===== src/rtl/io_ctrl_pkg.sv =====
// io_ctrl_pkg: I/O region addresses, register select type, address decode and hex font
package io_ctrl_pkg;
  localparam logic [31:0] IO_START_MEM  = 32'hFFFF_FC00;
  localparam logic [31:0] SEG_DATA_ADDR = 32'hFFFF_FC00;
  localparam logic [31:0] SEG_EN_ADDR   = 32'hFFFF_FC04;
  localparam logic [31:0] LED_ADDR      = 32'hFFFF_FC60;
  localparam logic [31:0] SW_ADDR       = 32'hFFFF_FC70;
  localparam logic [31:0] BTN_ADDR      = 32'hFFFF_FC74;
  localparam logic [31:0] ZERO_WORD     = 32'h0000_0000;
  typedef enum logic [2:0] {
    SEL_NONE,
    SEL_SEG_DATA,
    SEL_SEG_EN,
    SEL_LED,
    SEL_SW,
    SEL_BTN
  } io_sel_e;
  function automatic io_sel_e io_decode(input logic [31:0] addr);
    logic [31:0] a;
    a = {addr[31:2], 2'b00};
    return a == SEG_DATA_ADDR ? SEL_SEG_DATA :
           a == SEG_EN_ADDR   ? SEL_SEG_EN   :
           a == LED_ADDR      ? SEL_LED      :
           a == SW_ADDR       ? SEL_SW       :
           a == BTN_ADDR      ? SEL_BTN      : SEL_NONE;
  endfunction
  function automatic logic [6:0] hex_font(input logic [3:0] n);
    logic [6:0] f;
    case (n)
      4'h0: f = 7'h3F;
      4'h1: f = 7'h06;
      4'h2: f = 7'h5B;
      4'h3: f = 7'h4F;
      4'h4: f = 7'h66;
      4'h5: f = 7'h6D;
      4'h6: f = 7'h7D;
      4'h7: f = 7'h07;
      4'h8: f = 7'h7F;
      4'h9: f = 7'h6F;
      4'hA: f = 7'h77;
      4'hB: f = 7'h7C;
      4'hC: f = 7'h39;
      4'hD: f = 7'h5E;
      4'hE: f = 7'h79;
      default: f = 7'h71;
    endcase
    return f;
  endfunction
endpackage


===== src/rtl/io_ctrl_seg7_scan.sv =====
// seg7_scan: multiplexes eight hex digits onto an active-low seven-segment display
module seg7_scan
  import io_ctrl_pkg::*;
#(
  parameter int SCAN_DIV = 100000
) (
  input  logic        clk,
  input  logic        rst,
  input  logic [31:0] data,
  input  logic [7:0]  en,
  output logic [7:0]  seg_an,
  output logic [7:0]  seg_out
);
  localparam int CW = SCAN_DIV > 1 ? $clog2(SCAN_DIV) : 1;
  logic [CW-1:0] scan_cnt;
  logic [2:0]    digit;
  logic          wrap;
  logic          lit;
  logic [3:0]    nib;
  // scan timer wrap and the currently selected digit's enable and nibble
  always_comb begin
    wrap = scan_cnt == CW'(SCAN_DIV - 1);
    lit  = en[digit];
    nib  = data[{digit, 2'b00} +: 4];
  end
  // each digit stays lit for SCAN_DIV cycles, then the scan moves to the next
  always_ff @(posedge clk) begin
    if (rst) begin
      scan_cnt <= '0;
      digit    <= '0;
    end else begin
      scan_cnt <= wrap ? '0 : scan_cnt + 1'b1;
      digit    <= wrap ? digit + 3'd1 : digit;
    end
  end
  // disabled digits are fully blanked; dp is never driven
  always_comb begin
    seg_an  = lit ? ~(8'd1 << digit) : 8'hFF;
    seg_out = lit ? {1'b1, ~hex_font(nib)} : 8'hFF;
  end
endmodule


===== src/rtl/io_ctrl.sv =====
// io_ctrl: memory-mapped LED, switch, button and seven-segment controller
module io_ctrl
  import io_ctrl_pkg::*;
#(
  parameter int SCAN_DIV   = 100000,
  parameter int DEB_CYCLES = 20
) (
  input  logic        clk,
  input  logic        rst,
  input  logic [31:0] io_addr,
  input  logic [31:0] io_write_data,
  input  logic        io_we,
  output logic [31:0] io_read_data,
  input  logic [23:0] switch,
  input  logic        button,
  output logic [23:0] led,
  output logic [7:0]  seg_an,
  output logic [7:0]  seg_out
);
  localparam int DW = DEB_CYCLES > 1 ? $clog2(DEB_CYCLES) : 1;
  io_sel_e       sel;
  logic [31:0]   seg_data;
  logic [7:0]    seg_en;
  logic [23:0]   sw_s1;
  logic [23:0]   sw_q;
  logic          btn_s1;
  logic          btn_s2;
  logic          btn_level;
  logic          btn_level_d;
  logic          btn_flag;
  logic [DW-1:0] deb_cnt;
  logic          rise;
  logic          clr;
  // address decode, combinational load data and flag set/clear conditions
  always_comb begin
    sel          = io_decode(io_addr);
    io_read_data = sel == SEL_SEG_DATA ? seg_data :
                   sel == SEL_SEG_EN   ? {24'd0, seg_en} :
                   sel == SEL_LED      ? {8'd0, led} :
                   sel == SEL_SW       ? {8'd0, sw_q} :
                   sel == SEL_BTN      ? {30'd0, btn_level, btn_flag} : ZERO_WORD;
    rise         = btn_level & ~btn_level_d;
    clr          = sel == SEL_BTN && !io_we;
  end
  // writable registers take store data truncated to their width
  always_ff @(posedge clk) begin
    if (rst) begin
      seg_data <= '0;
      seg_en   <= '0;
      led      <= '0;
    end else if (io_we) begin
      if (sel == SEL_SEG_DATA) seg_data <= io_write_data;
      if (sel == SEL_SEG_EN) seg_en <= io_write_data[7:0];
      if (sel == SEL_LED) led <= io_write_data[23:0];
    end
  end
  // two-flop synchronizers for the asynchronous board inputs
  always_ff @(posedge clk) begin
    if (rst) begin
      sw_s1  <= '0;
      sw_q   <= '0;
      btn_s1 <= 1'b0;
      btn_s2 <= 1'b0;
    end else begin
      sw_s1  <= switch;
      sw_q   <= sw_s1;
      btn_s1 <= button;
      btn_s2 <= btn_s1;
    end
  end
  // level follows the synchronized button only after DEB_CYCLES differing samples
  always_ff @(posedge clk) begin
    if (rst) begin
      deb_cnt   <= '0;
      btn_level <= 1'b0;
    end else if (btn_s2 == btn_level) begin
      deb_cnt <= '0;
    end else if (deb_cnt == DW'(DEB_CYCLES - 1)) begin
      deb_cnt   <= '0;
      btn_level <= btn_s2;
    end else begin
      deb_cnt <= deb_cnt + 1'b1;
    end
  end
  // sticky press flag: set on a debounced rising edge, cleared by a BTN load, set wins
  always_ff @(posedge clk) begin
    if (rst) begin
      btn_level_d <= 1'b0;
      btn_flag    <= 1'b0;
    end else begin
      btn_level_d <= btn_level;
      btn_flag    <= rise ? 1'b1 : clr ? 1'b0 : btn_flag;
    end
  end
  seg7_scan #(.SCAN_DIV(SCAN_DIV)) u_scan (
    .clk    (clk),
    .rst    (rst),
    .data   (seg_data),
    .en     (seg_en),
    .seg_an (seg_an),
    .seg_out(seg_out)
  );
endmodule


===== config.mk =====
export PLATFORM = sky130hd
export DESIGN_NAME = io_ctrl
export DESIGN_NICKNAME = d
export VERILOG_FILES = /design/src/rtl/io_ctrl_pkg.sv /design/src/rtl/io_ctrl_seg7_scan.sv /design/src/rtl/io_ctrl.sv
export SDC_FILE = /design/constraint.sdc
export NUM_CORES = 1
export LEC_CHECK = 0
export ABC_CLOCK_PERIOD_IN_PS = 3000
export BUFFER_PORTS_ARGS = -buffer_cell sky130_fd_sc_hd__buf_2
export CAP_MARGIN = 20
export CORE_ASPECT_RATIO = 0.7
export CORE_MARGIN = 10
export CORE_UTILIZATION = 41
export CTS_BUF_LIST = sky130_fd_sc_hd__clkbuf_16
export CTS_CLUSTER_DIAMETER = 60
export DETAILED_ROUTE_END_ITERATION = 8
export PLACE_DENSITY = 0.62
export SLEW_MARGIN = 20
export SYNTH_ARGS = -nofsm -noshare
export SYNTH_HDL_FRONTEND = slang
export SYNTH_HIERARCHICAL = 1
export SYNTH_SLANG_ARGS = --single-unit

===== constraint.sdc =====
create_clock -name clk -period 3 [get_ports clk]
set_input_delay 0.6 -clock clk [delete_from_list [all_inputs] [get_ports clk]]
set_output_delay 0.6 -clock clk [all_outputs]
set_load 0.005 [all_outputs]

=== After elaboration in Yosys (flattened, before gate mapping) ===
Memories as Yosys holds them, arrays and structs flattened.
Index checks and enable logic that the tools add are counted.

* Bitwise logic cells: 5
* Shifts and indexed selects: 2
* Reduce and logical (&&, ||, !) cells: 9
* Multiply operators: 0
* Equal/unequal tests: 13
* $lt $le $gt $ge: 1
* Multiplexer cells: 16
* Div/mod/pow operators: 0
* $add $sub $neg: 3

{| class="wikitable"
|+ Operators with widths
! cell !! number
|-
| equality test 30 bit (second input constant) || 5
|-
| two-way mux 24 bit || 3
|-
| two-way mux 32 bit || 1
|-
| variable part select 32 x 6 -> 4 bit || 1
|-
| adder 17 x 1 -> 17 bit (second input constant) || 1
|-
| equality test 17 bit (second input constant) || 1
|-
| two-way mux 3 bit || 5
|-
| two-way mux 8 bit || 1
|-
| NOT 8 bit || 1
|-
| AND reduction 2 bit || 4
|-
| << shifter 1 x 3 -> 8 bit (first input constant) || 1
|-
| two-way mux 7 bit || 1
|-
| NOT 7 bit || 1
|-
| equality test 3 x 2 -> 1 bit (second input constant) || 2
|-
| equality test 3 bit (second input constant) || 2
|-
| adder 5 x 1 -> 5 bit (second input constant) || 1
|-
| equality test 5 bit (second input constant) || 1
|-
| < comparator 3 x 4 -> 1 bit (second input constant) || 1
|-
| adder 3 x 1 -> 3 bit (second input constant) || 1
|-
| binary-select mux 1 bit (select 3 bit) || 1
|-
| equality test 3 x 1 -> 1 bit (second input constant) || 1
|-
| two-way mux 1 bit || 3
|-
| OR reduction 3 bit || 1
|-
| two-way mux 2 bit || 1
|-
| 7 further kinds || 8
|}

* Output and inout port bits: 72
* Memories kept: 1
* Latch bits: 0
* Logic and storage cells: 63
* RAM bits: 0
* ROM bits: 112
* Bits in registers: 142
* Bits of input ports: 92

{| class="wikitable"
|+ Memories
! memory !! words !! bits a word !! rd ports !! clocked after memory_dff !! wr ports !! line !! text
|-
| (name not given) || 16 || 7 || 1 || 0 || 0 || io_ctrl_pkg.sv:29 || <nowiki>case (n)</nowiki>
|}

=== Depth between registers and ports, before layout ===
* Depth after elaboration: 12
* Gate-level depth with buffers: 11
* Gate-level depth less buffers: 9

=== Modules after synthesis ===
The synthesis kept the hierarchy.

{| class="wikitable"
|+ By module, submodules not included
! module !! cells an instance !! instances !! area each (um^2) !! seq. area each (um^2)
|-
| io_ctrl || 546 || 1 || 5198.7 || 2442.3
|-
| seg7_scan || 179 || 1 || 1605.3 || 400.4
|}

=== Worst setup path after synthesis ===
No wires, ideal clock.

* Path kind: register to output
* Start point: reg u_scan.digit[0]
* End point: out seg_out[3]
* Required time: 2.400 ns
* Data arrival time: 2.496 ns
* Cell stages (with the launch flop): 11
* Path buffers: 2
* Slack: -0.096 ns
* Cells stage by stage: dfxtp_1 buf_2 buf_6 mux4_2 mux2i_1 inv_1 ha_1 inv_1 nor3_1 a2111oi_0 a41oi_1

* Word-level cells in the longest chain between the ends: 4
* Elaborated cells between the ends (all ways): 6
* Classes of those cells: 1 x shift; 3 x mux; 1 x bitwise; 1 x memory

{| class="wikitable"
|+ Ends and longest elaborated chain
! what !! line !! text
|-
| start: declaration || io_ctrl_seg7_scan.sv:16 || <nowiki>logic [2:0] digit;</nowiki>
|-
| start signal: assignment || io_ctrl_seg7_scan.sv:33 || <nowiki>digit <= wrap ? digit + 3'd1 : digit;</nowiki>
|-
| variable part select 32 x 6 -> 4 bit || io_ctrl_seg7_scan.sv:24 || <nowiki>nib = data[{digit, 2'b00} +: 4];</nowiki>
|-
| memory (16 x 7 bit) || - ||
|-
| NOT 7 bit || io_ctrl_seg7_scan.sv:39 || <nowiki>seg_out = lit ? {1'b1, ~hex_font(nib)} : 8'hFF;</nowiki>
|-
| two-way mux 7 bit * || io_ctrl_seg7_scan.sv:39 ||
|-
| end: declaration || io_ctrl.sv:18 || <nowiki>output logic [7:0] seg_out</nowiki>
|}

Mark *: on every way between the ends. The rest lies on a longest branch, timed or not. The select of a mux whose other input is x is not followed.

=== Final worst setup path ===
Same ends and word-level chain as after synthesis.

==> results_dict.tcl <==
set metrics [dict create \
    run_status "finished with violations" \
    violations "setup timing" \
    finalNetCount 981 \
    ff2ff_setup_slack_ps 710 \
    hp-start "switch[3]" \
    post_drt_via_cell_ratio 5.29 \
    path_buf_inv 2 \
    clkLatencyLatePin_ps 430 \
    syn_area_per_cell_sq_um 9.38 \
    hold_ws_ps 382 \
    power_switching_mw 0.933 \
    grt_overflow 0 \
    ys.flop_type "dfxtp_1" \
    switching_share 0.220 \
    ys_seq_area_frac 0.418 \
    hpwlAfterDp_um 14600 \
    cp_max_fo 6 \
    hold_violations 0 \
    p_leak_nw 3.40 \
    rr_worst_depth 5 \
    slew_headroom 0.584 \
    cap_violations 0 \
    setup_ws_ps -138 \
    htreeDepth 4 \
    vias 5903 \
    cpPeakStageDelay_ps 510 \
    grt_pass1_vias 5932 \
    hold_depth 2 \
    drive_gt1_frac 0.316 \
    synthCells 725 \
    cp-startpoint "u_scan/digit[0]" \
    cp-end-kind "output pin" \
    clockBufferDepth 2 \
    finalPower_mw 4.24 \
    grt_pass1_wl_um 32800 \
    track_usage 0.184 \
    die_x_um 174 \
    start_util 0.417 \
    p_int_mw 3.31 \
    clock_skew_ps 12.9 \
    max_freq_mhz 319 \
    clkSinkCount 142 \
    p_comb_frac 0.042 \
    antenna_found_initial 2 \
    pwr-share-seq 0.455 \
    io_buffers 160 \
    setup_viol 5 \
    grt_max_degree 59 \
    synth_edf_count 0 \
    min_period_over_period 1.05 \
    routed_wl_um 20600 \
    r2r_end "u_scan/scan_cnt[5]" \
    tns_ps -324 \
    drt-initial-drc-count 497 \
    coreArea_sq_um 16300 \
    layout_commonest_cell "buf_2" \
    syn_area_sq_um 6800 \
    cts.clk_slew.worst_paths_ps 60 \
    layout_common_cells "buf_2, dfxtp_1, nor2b_1, nand4_1, nor2_1" \
    cp_cell_sequence "mux4_2 -> nand2_1 -> and2_4 -> buf_6 -> ha_4 -> or3_4 -> a41oi_2 -> buf_2" \
    r2r-start "u_scan/scan_cnt[6]" \
    drtAntennaViolNets 0 \
    syn_to_final_growth_pct 26.5 \
    crit_arrival_ps 2540 \
    cpLargestDelayFamily "simple AND/OR/NAND/NOR gates" \
    grt_setup_unrepaired "yes" \
    whs_endpoint "sw_s1[3]" \
    placed_area_sq_um 7840 \
    fp.dieH_um 128 \
    dieArea_sq_um 22200 \
    synth.distinct_cells 56 \
    syn_nets 831 \
    start_kind "flop" \
    root_buffer "clkbuf_16" \
    powerDensity_nw_per_um2 493 \
    place_congestion 0.795 \
    route.detailed.drc 0 \
    tightest_slew_ps 624 \
    finalMaxSlewViolations 0 \
    clkPwrFrac 0.503 \
    nFillCells 1532 \
    ys_ff_latch 142 \
    hold_buffers 0 \
    cts_buffers 17 \
    required_ps 2400 \
    row_count 39 \
    ir_drop_v 0.000362 \
    hold_class "in -> reg" \
    synth_warnings 6 \
    tritoncts "built" \
    min_period_ps 3140 \
    synthArstFlopShare 0 \
    drtPass1Iterations 5 \
    path_class "reg -> out" \
    routedWlPerCell_um 18.5 \
    worst_path_max_delay_cell "mux4_2" \
    ios 164 \
    postLayoutCellArea_sq_um 8610 \
]
-- state kept, by name, indices dropped and copies added (netlist names), 3 cells and up --
name and count:
deb_cnt 5, sw_s1 24, seg_en 8, led 24, sw_q 24, u_scan/digit 3, u_scan/scan_cnt 17, seg_data 32
-- power by group through the flow --
| stage | combinational, mW | clock, mW | sequential, mW |
|---|---|---|---|
| finish | 0.177 | 2.13 | 1.93 |
| global route | 0.197 | 2.25 | 1.93 |
| CTS | 0.178 | 2.18 | 1.93 |
| global placement | 0.177 | 0 | 1.97 |
| floorplan | 0.0956 | 0 | 1.97 |
| detailed placement | 0.177 | 0 | 1.97 |
-- layout make-up --
class                      instances  area, sq um  share of cell area
timing repair buffer             194         1110               0.129
tap                              225          282              0.0327
sequential                       142         2850               0.331
clock buffer                      17          425              0.0494
clock inverter                    15          171              0.0199
multi-input combinational        511         3740               0.434
antenna                            2         5.00            0.000581
inverter                           9         33.8             0.00392
-- synth_stat cells, types with 2 or more instances --
cell | count | area, sq um
a22oi_1 | 3 | 22.5
o221ai_1 | 3 | 26.3
nor2b_1 | 60 | 375
clkbuf_1 | 44 | 165
buf_2 | 8 | 40.0
nand3_1 | 16 | 80.1
nor4_1 | 4 | 25.0
or4_1 | 2 | 15.0
xnor2_1 | 9 | 78.8
o21ai_0 | 12 | 60.1
o211ai_1 | 2 | 15.0
nand2b_1 | 37 | 231
and2_1 | 6 | 37.5
o31ai_1 | 31 | 233
mux2_2 | 2 | 22.5
a222oi_1 | 16 | 160
nor2_1 | 48 | 180
nor3_1 | 10 | 50.1
o31ai_2 | 10 | 125
inv_1 | 8 | 30.0
mux2i_1 | 42 | 420
buf_4 | 4 | 30.0
nand4_1 | 47 | 294
buf_6 | 5 | 56.3
nand2_1 | 30 | 113
mux4_2 | 8 | 180
a2bb2oi_1 | 6 | 52.6
buf_12 | 2 | 40.0
dfxtp_1 | 142 | 2840
a21oi_1 | 44 | 220
xor2_1 | 10 | 87.6
ha_1 | 14 | 175
or3_1 | 6 | 37.5
and3_1 | 12 | 75.1
-- worst max path at each step --
| stage | end | slack [ps] | cells past startpoint |
|---|---|---|---|
| after detailed placement | seg_out[3] | -30 | 9 |
| after global placement | io_read_data[9] | 30 | 7 |
| after floorplan | seg_out[3] | 80 | 10 |
| final | seg_out[3] | -140 | 8 |
| after global routing | seg_out[3] | -230 | 8 |
| after CTS | seg_out[3] | -120 | 6 |
-- worst register-to-register path, delay by kind of cell (launching register included) --
family / cells / cell delay (ps)
DFF: 1 / 350
and+or+nand+nor: 5 / 1810
-- stage by stage --
step           setup WS [ps]  std cells   util
2_1_floorplan           75.5        725      -
3_3_place_gp            31.1       1077  0.481
3_5_place_dp           -28.9       1077  0.481
4_1_cts                 -121       1110  0.522
5_1_grt                 -226       1113  0.528
6_report                -138       1115  0.528
-- cell families (layout without fill, tap and decap cells) --
group / after synthesis / in the layout / share of synthesized area
and+or+nand+nor: 291 / 291 / 0.243
other: 1 / 3 / 0.000551
muxes: 52 / 52 / 0.0916
AOI/OAI and AO/OA: 134 / 134 / 0.143
adders and majority gates: 14 / 14 / 0.0257
xor gates and xnor gates: 19 / 19 / 0.0245
buffers and inverters: 72 / 235 / 0.0537
DFF: 142 / 142 / 0.418
-- layer usage --
layer,routed length [um],vias to the layer above,track usage,share of wire
met2,8650,188,0.264,0.42
met3,1620,18,0.0659,0.079
met4,274,0,0.0516,0.013
met1,10000,2755,0.252,0.49
met5,0,-,0,0
li1,-,2942,-,-
-- what timing repair did --
item | in CTS | in global routing
pin swaps | 5 | 7
setup buffers | 1 | 3
endpoints found under the hold margin | 0 | 0
gates cloned | 0 | 0
resized for setup | 13 | 23
endpoints found under the setup margin | 9 | 25
Note: power is estimated with default switching activity, not from simulation.
